$ cat src/rtl/rr_mux_arbiter.sv
// Round-robin select controller for a shared 4:1 bit mux: grants one of four
// requesters, bounds each tenure with a hold timeout and registers the muxed bit.
module rr_mux_arbiter #(
  parameter int MAX_HOLD = 8,
  parameter int HOLD_W   = 4
) (
  input  logic       clk,
  input  logic       reset,
  input  logic [3:0] req,
  input  logic [3:0] d,
  output logic [3:0] grant,
  output logic [1:0] select,
  output logic       busy,
  output logic       q
);

  typedef enum logic {IDLE, GRANT} state_t;

  localparam logic [HOLD_W-1:0] HOLD_LAST = HOLD_W'(MAX_HOLD - 1);

  state_t            state_q, state_d;
  logic [1:0]        ptr_q, ptr_d;
  logic [HOLD_W-1:0] hold_cnt_q, hold_cnt_d;
  logic [3:0]        grant_q, grant_d;
  logic [1:0]        select_q, select_d;
  logic              q_q, q_d;
  logic [2:0]        arb_idle, arb_rel;
  logic              release_now;

  // Returns {found, index}; lowest offset from ptr wins, so scan offsets downward.
  function automatic logic [2:0] arbitrate(input logic [1:0] ptr, input logic [3:0] req_v);
    logic [2:0] result;
    logic [1:0] idx;
    result = 3'b000;
    for (int i = 3; i >= 0; i--) begin
      idx = ptr + 2'(i);
      if (req_v[idx]) result = {1'b1, idx};
    end
    return result;
  endfunction

  always_ff @(posedge clk) begin
    if (reset) begin
      state_q    <= IDLE;
      ptr_q      <= 2'd0;
      hold_cnt_q <= '0;
      grant_q    <= 4'b0000;
      select_q   <= 2'd0;
      q_q        <= 1'b0;
    end else begin
      state_q    <= state_d;
      ptr_q      <= ptr_d;
      hold_cnt_q <= hold_cnt_d;
      grant_q    <= grant_d;
      select_q   <= select_d;
      q_q        <= q_d;
    end
  end

  always_comb begin
    state_d     = state_q;
    ptr_d       = ptr_q;
    hold_cnt_d  = hold_cnt_q;
    grant_d     = grant_q;
    select_d    = select_q;
    arb_idle    = arbitrate(ptr_q, req);
    release_now = 1'b0;
    arb_rel     = 3'b000;
    case (state_q)
      IDLE: begin
        if (arb_idle[2]) begin
          state_d    = GRANT;
          grant_d    = 4'b0001 << arb_idle[1:0];
          select_d   = arb_idle[1:0];
          hold_cnt_d = '0;
        end
      end
      GRANT: begin
        release_now = !req[select_q] || (hold_cnt_q == HOLD_LAST);
        if (release_now) begin
          // Re-arbitrate on the same edge from the advanced pointer for gapless handover.
          ptr_d      = select_q + 2'd1;
          arb_rel    = arbitrate(ptr_d, req);
          hold_cnt_d = '0;
          if (arb_rel[2]) begin
            grant_d  = 4'b0001 << arb_rel[1:0];
            select_d = arb_rel[1:0];
          end else begin
            state_d = IDLE;
            grant_d = 4'b0000;
          end
        end else begin
          hold_cnt_d = hold_cnt_q + HOLD_W'(1);
        end
      end
      default: begin
        state_d = IDLE;
        grant_d = 4'b0000;
      end
    endcase
  end

  always_comb begin
    busy   = |grant_q;
    grant  = grant_q;
    select = select_q;
    q      = q_q;
    q_d    = busy ? d[select_q] : 1'b0;
  end

endmodule
$ cat config.mk
export PLATFORM = sky130hd
export DESIGN_NAME = rr_mux_arbiter
export DESIGN_NICKNAME = d
export VERILOG_FILES = /design/src/rtl/rr_mux_arbiter.sv
export SDC_FILE = /design/constraint.sdc
export NUM_CORES = 1
export LEC_CHECK = 0
export ABC_AREA = 0
export CORE_MARGIN = 2
export CORE_UTILIZATION = 25
export DETAILED_ROUTE_END_ITERATION = 8
export MAX_ROUTING_LAYER = met4
export SYNTH_ARGS = -nofsm -noshare
export SYNTH_HDL_FRONTEND = slang
export SYNTH_SLANG_ARGS = --single-unit
$ cat constraint.sdc
create_clock -name clk -period 3 [get_ports clk]
set_clock_uncertainty 0.2 [all_clocks]
set_input_delay 0.3 -clock clk [delete_from_list [all_inputs] [get_ports clk]]
set_output_delay 0.3 -clock clk [all_outputs]
set_load 0.1 [all_outputs]
Word-level counts from Yosys, hierarchy flattened
Cells that the tools add are included.

Add/sub/neg operators: 8. Magnitude comparators: 9. Equality and inequality tests: 4. Shifts and indexed selects: 2. Muxes and demuxes: 45. Bitwise gates (word level): 2. Reductions and logical operators: 7.

Operators by type and width (number): 3-bit 2-to-1 mux (10); 2-bit by 3-bit < comparator with 1-bit output, second input constant (9); 1-bit binary-select mux with 2-bit select (10); 4-bit 2-to-1 mux (5); 4-bit one-hot mux with 2 select lines (2); 1-bit 2-to-1 mux (13); 2-bit adder, second input constant (4); 1-bit by 2-bit left shift with 4-bit output, first input constant (2); 2-bit by 1-bit adder with 2-bit output, second input constant (3); 2-bit 2-to-1 mux (3); 4-bit by 1-bit adder with 4-bit output, second input constant (1); 4-bit by 3-bit equality test with 1-bit output, second input constant (1); 2-bit by 1-bit inequality test with 1-bit output, second input constant (2); 2-bit one-hot mux with 2 select lines (1); 2-bit AND reduction (2); 4-bit OR reduction (1); 3-bit AND reduction (1); 2-bit inequality test, second input constant (1); 1-bit inverter (2); 1-bit one-hot mux with 2 select lines (1); 2-bit OR reduction (1); 1-bit zero test (1); 1-bit logical OR (1).

Register bits: 14. Output and inout bits: 8. Word-level logic and storage cells: 83.

Depth between registers and ports, before layout
Word-level depth: 14. Depth in mapped cells: 7. Gate-level depth less buffers: 6.

Least setup slack after synthesis
OpenSTA, ideal clock, no wires.

Path kind: reg2reg. Start point: reg select_q[1] (netlist: select[1]). End point: reg grant_q[1] (netlist: grant[1]). Arrival time: 2329 ps. Data required time: 2709 ps. Path slack: 380 ps. Stages on the path, launching flop included: 7. Buffers on the path: 1. Cells stage by stage: dfxtp_1 -> mux4_2 -> and3_1 -> buf_6 -> nor2_8 -> nor2_1 -> a311oi_1.

Word-level cells in the longest chain between the ends: 14. Elaborated cells on any way between the ends: 28.

RTL lines: start: declaration (RTL line 25) `logic [1:0] select_q, select_d;`; start signal: assignment (RTL line 55) `select_q <= select_d;`; 2-bit by 1-bit adder with 2-bit output (RTL line 82) `ptr_d = select_q + 2'd1;`; 2-bit adder (RTL line 36) `idx = ptr + 2'(i);`; 1-bit binary-select mux with 2-bit select (RTL line 37) `if (req_v[idx]) result = {1'b1, idx};`; 1-bit 2-to-1 mux (not written as such) (RTL line 37); 3-bit 2-to-1 mux (4 in series) (RTL line 37); 3-bit 2-to-1 mux (RTL line 80) `if (release_now) begin`; 3-bit 2-to-1 mux (RTL line 69) `case (state_q)`; 1-bit by 2-bit left shift with 4-bit output (RTL line 86) `grant_d = 4'b0001 << arb_rel[1:0];`; 4-bit 2-to-1 mux (RTL line 85) `if (arb_rel[2]) begin`; 4-bit 2-to-1 mux (RTL line 80); 4-bit one-hot mux with 2 select lines (RTL line 69); end signal: assignment (RTL line 54) `grant_q <= grant_d;`; end: declaration (RTL line 24) `logic [3:0] grant_q, grant_d;`.

Parallel ways exist; a longest one is shown, timed or not. The select of a mux whose other input is x is not followed. A chain may end at the register's enable or synchronous reset.

Worst setup path in the final report
Start point: in req[1]. End point: reg grant_q[1] (netlist: grant[1]).

Word-level cells in the longest chain between the ends: 12. Elaborated cells on any way between the ends: 39.

RTL lines: start: declaration (RTL line 9) `input logic [3:0] req,`; 1-bit binary-select mux with 2-bit select (RTL line 37); 1-bit 2-to-1 mux (not written as such) (RTL line 37); 3-bit 2-to-1 mux (4 in series) (RTL line 37); 3-bit 2-to-1 mux (RTL line 80); 3-bit 2-to-1 mux (RTL line 69); 1-bit by 2-bit left shift with 4-bit output (RTL line 86); 4-bit 2-to-1 mux (RTL line 85); 4-bit 2-to-1 mux (RTL line 80); 4-bit one-hot mux with 2 select lines (RTL line 69).

Parallel ways exist; a longest one is shown, timed or not. The select of a mux whose other input is x is not followed.

==> run metrics <==
filler cell count in the final layout=409; Tightest Hold Check Type=reg2reg; number of levels the H-tree was split into=1; drt first-iter violations=39; total power density per cell area=588 nW/um^2; fraction of final layout cells sized beyond drive strength 1=15.2%; number of port buffers=17; die boundary height=65.3 um; Final Critical Period=2370 ps; Post-Syn Area=940 um^2; Synth Register Bits=14; total power after layout=670 uW; worst ir drop on vdd=0.000133 V; leakage=0.402 nW; post-synthesis area per instance=8.24 um^2; cell with the most instances after synthesis=sky130_fd_sc_hd__nor2_1; DR vias/cell=4.96; number of buffers added by the clock tree synthesis step=3; end-of-flow core utilization=31.4%; fin nets=138; Place WS=382 ps; effective utilization at floorplan=25.9%; Final Worst Setup Slack=628 ps; final hold vios=0; summed negative setup slack over all endpoints=0 ps; CTS max path bufs=2; antenna-violating nets left=0; TritonCTS clock tree=yes; floorplan row count=22; final setup violation count=0; cell types with the highest counts after synthesis=sky130_fd_sc_hd__nor2_1 (16), sky130_fd_sc_hd__dfxtp_1 (14), sky130_fd_sc_hd__a311oi_1 (8), sky130_fd_sc_hd__nand2_1 (8); Tightest Pin Transition=544 ps; number of max-cap violations=0; final worst-path cycle share=79.1%; crit end category=register; routed len/inst=12.6 um; cts repair resizes=0; data arrival at the endpoint of the critical path=2320 ps; clock network latency to the later pin of the worst-skew pair=240 ps; hold buffer count at CTS=0; antenna cell count=0; number of buffers inserted to repair setup after CTS=0; max frequency=421 MHz; cell type with the largest total area after synthesis=sky130_fd_sc_hd__dfxtp_1; DRC errors left=0; total global routing overflow=0; number of cells produced by synthesis=114; number of warnings issued by yosys=0; number of detailed-route iterations in the first pass=4; antenna violations before repair=0; CP required=2950 ps; global-route usage over all layers=11.4%; unrepaired setup endpoints after global routing=no; weighted congestion reported at the end of routability-driven placement=0.835; largest net degree at the start of global routing=15; largest fanout on the critical path=12; Post-synth EDFFs=0; core area=3630 um^2; async set or reset register ratio after synthesis=0%; half-perimeter wire length of the detailed placement result=1700 um; share of the synthesized area in the top cell type=29.8%; Hold WS=299 ps; sink count of the clock tree=14; number of top-level pins=18; Synth Flop Type=sky130_fd_sc_hd__dfxtp_1; result of the run=finished clean; Die Footprint=4260 um^2; first-pass GRT wire length=3700 um; die extent in x=65.3 um; sequential-to-total area share from yosys stat=29.8%; total routed wirelength=2180 um; Clock Tree Root=sky130_fd_sc_hd__clkbuf_8; headroom to the max-slew limit=63.7%; via count of the first global-routing pass=841; top cells by area, synth=sky130_fd_sc_hd__dfxtp_1 (30%), sky130_fd_sc_hd__a311oi_1 (7.5%), sky130_fd_sc_hd__nor2_1 (6.4%); clock transition at the register clock pins on the worst setup and hold paths after CTS=60 ps; signed area change from the synthesized netlist to the final layout=21.3%; count of unique library cells instantiated by Yosys=41; WS Path Type=in2reg; routed via count=858; fin. max-slew vios=0; net count of the mapped netlist=125; Setup crit start kind=primary input
==> power by group <==
group	internal [mW]	total, mW	switching (mW)
clock	0.0888	0.152	0.0628
sequential	0.205	0.234	0.0292
combinational	0.0861	0.285	0.198
==> layout make-up <==
class	instances	area (um^2)	share of cell area, %
Multi-Input combinational cell	89	601	52.7
Sequential cell	14	280	24.6
Timing Repair Buffer	17	150	13.2
Tap cell	48	60.1	5.27
Clock buffer	3	41.3	3.62
Inverter	2	7.51	0.659
==> stage by stage <==
stage,area [um^2],std cells
after floorplan,940,114
after global placement,1100,170
after detailed placement,1100,170
after CTS,1140,173
after global routing,1140,173
final,1140,173
==> final timing paths <==
check / start / to / slack, ps / cells past startpoint
setup / recovery: req[1] / grant[1]$_SDFFE_PP0P_ / 630 / 6
hold / removal: hold_cnt_q[3]$_SDFFE_PP0P_ / hold_cnt_q[3]$_SDFFE_PP0P_ / 300 / 1
setup reg to reg: select[1]$_SDFFE_PP0P_ / grant[3]$_SDFFE_PP0P_ / 630 / 5
hold reg to reg: hold_cnt_q[3]$_SDFFE_PP0P_ / hold_cnt_q[3]$_SDFFE_PP0P_ / 300 / 1
==> worst max-delay path, cell delays in order <==
cell and delay [ps]:
sky130_fd_sc_hd__clkdlybuf4s50_1 690, sky130_fd_sc_hd__nor2b_1 110, sky130_fd_sc_hd__a21boi_0 160, sky130_fd_sc_hd__o32ai_2 390, sky130_fd_sc_hd__or3b_1 380, sky130_fd_sc_hd__a311oi_1 280
==> placed cells by master, fill, tap and decap left out, types with 2 or more instances in the layout <==
master and instances:
sky130_fd_sc_hd__nor2_1 16, sky130_fd_sc_hd__dfxtp_1 14, sky130_fd_sc_hd__clkdlybuf4s50_1 9, sky130_fd_sc_hd__nand2_1 8, sky130_fd_sc_hd__a311oi_1 8, sky130_fd_sc_hd__buf_4 8
sky130_fd_sc_hd__mux2i_1 5, sky130_fd_sc_hd__a21oi_1 5, sky130_fd_sc_hd__nor2b_1 5, sky130_fd_sc_hd__nand3_1 4, sky130_fd_sc_hd__nand2b_1 4, sky130_fd_sc_hd__clkbuf_8 3
sky130_fd_sc_hd__nand3b_1 2, sky130_fd_sc_hd__inv_1 2, sky130_fd_sc_hd__a21boi_0 2, sky130_fd_sc_hd__or2_2 2, sky130_fd_sc_hd__o22ai_1 2, sky130_fd_sc_hd__o21a_1 2
sky130_fd_sc_hd__o21ai_0 2
==> logic make-up (layout without fill, tap and decap cells) <==
family	count (synthesis)	after routing	synth area share (%)
simple gates	51	51	30.1
compound gates	30	30	23.8
flops	14	14	29.8
buf+inv	11	22	6.26
mux	6	6	7.72
fa+ha+maj	1	1	1.33
xor+xnor	1	1	0.932
==> layer usage <==
metal | vias to the layer above | GRT usage (%) | wire [um]
met2 | 21 | 19.0 | 1060
met5 | - | - | 0
met1 | 397 | 13.3 | 984
li1 | 438 | - | -
met4 | 0 | 3.39 | 10
met3 | 2 | 3.25 | 126
==> sequential cells by signal, summed over array words and instances (netlist names) <==
register / count
q: 1
state_q: 1
select: 2
grant: 4
hold_cnt_q: 4
ptr_q: 2
No activity file was read; power rests on OpenSTA's default activity.
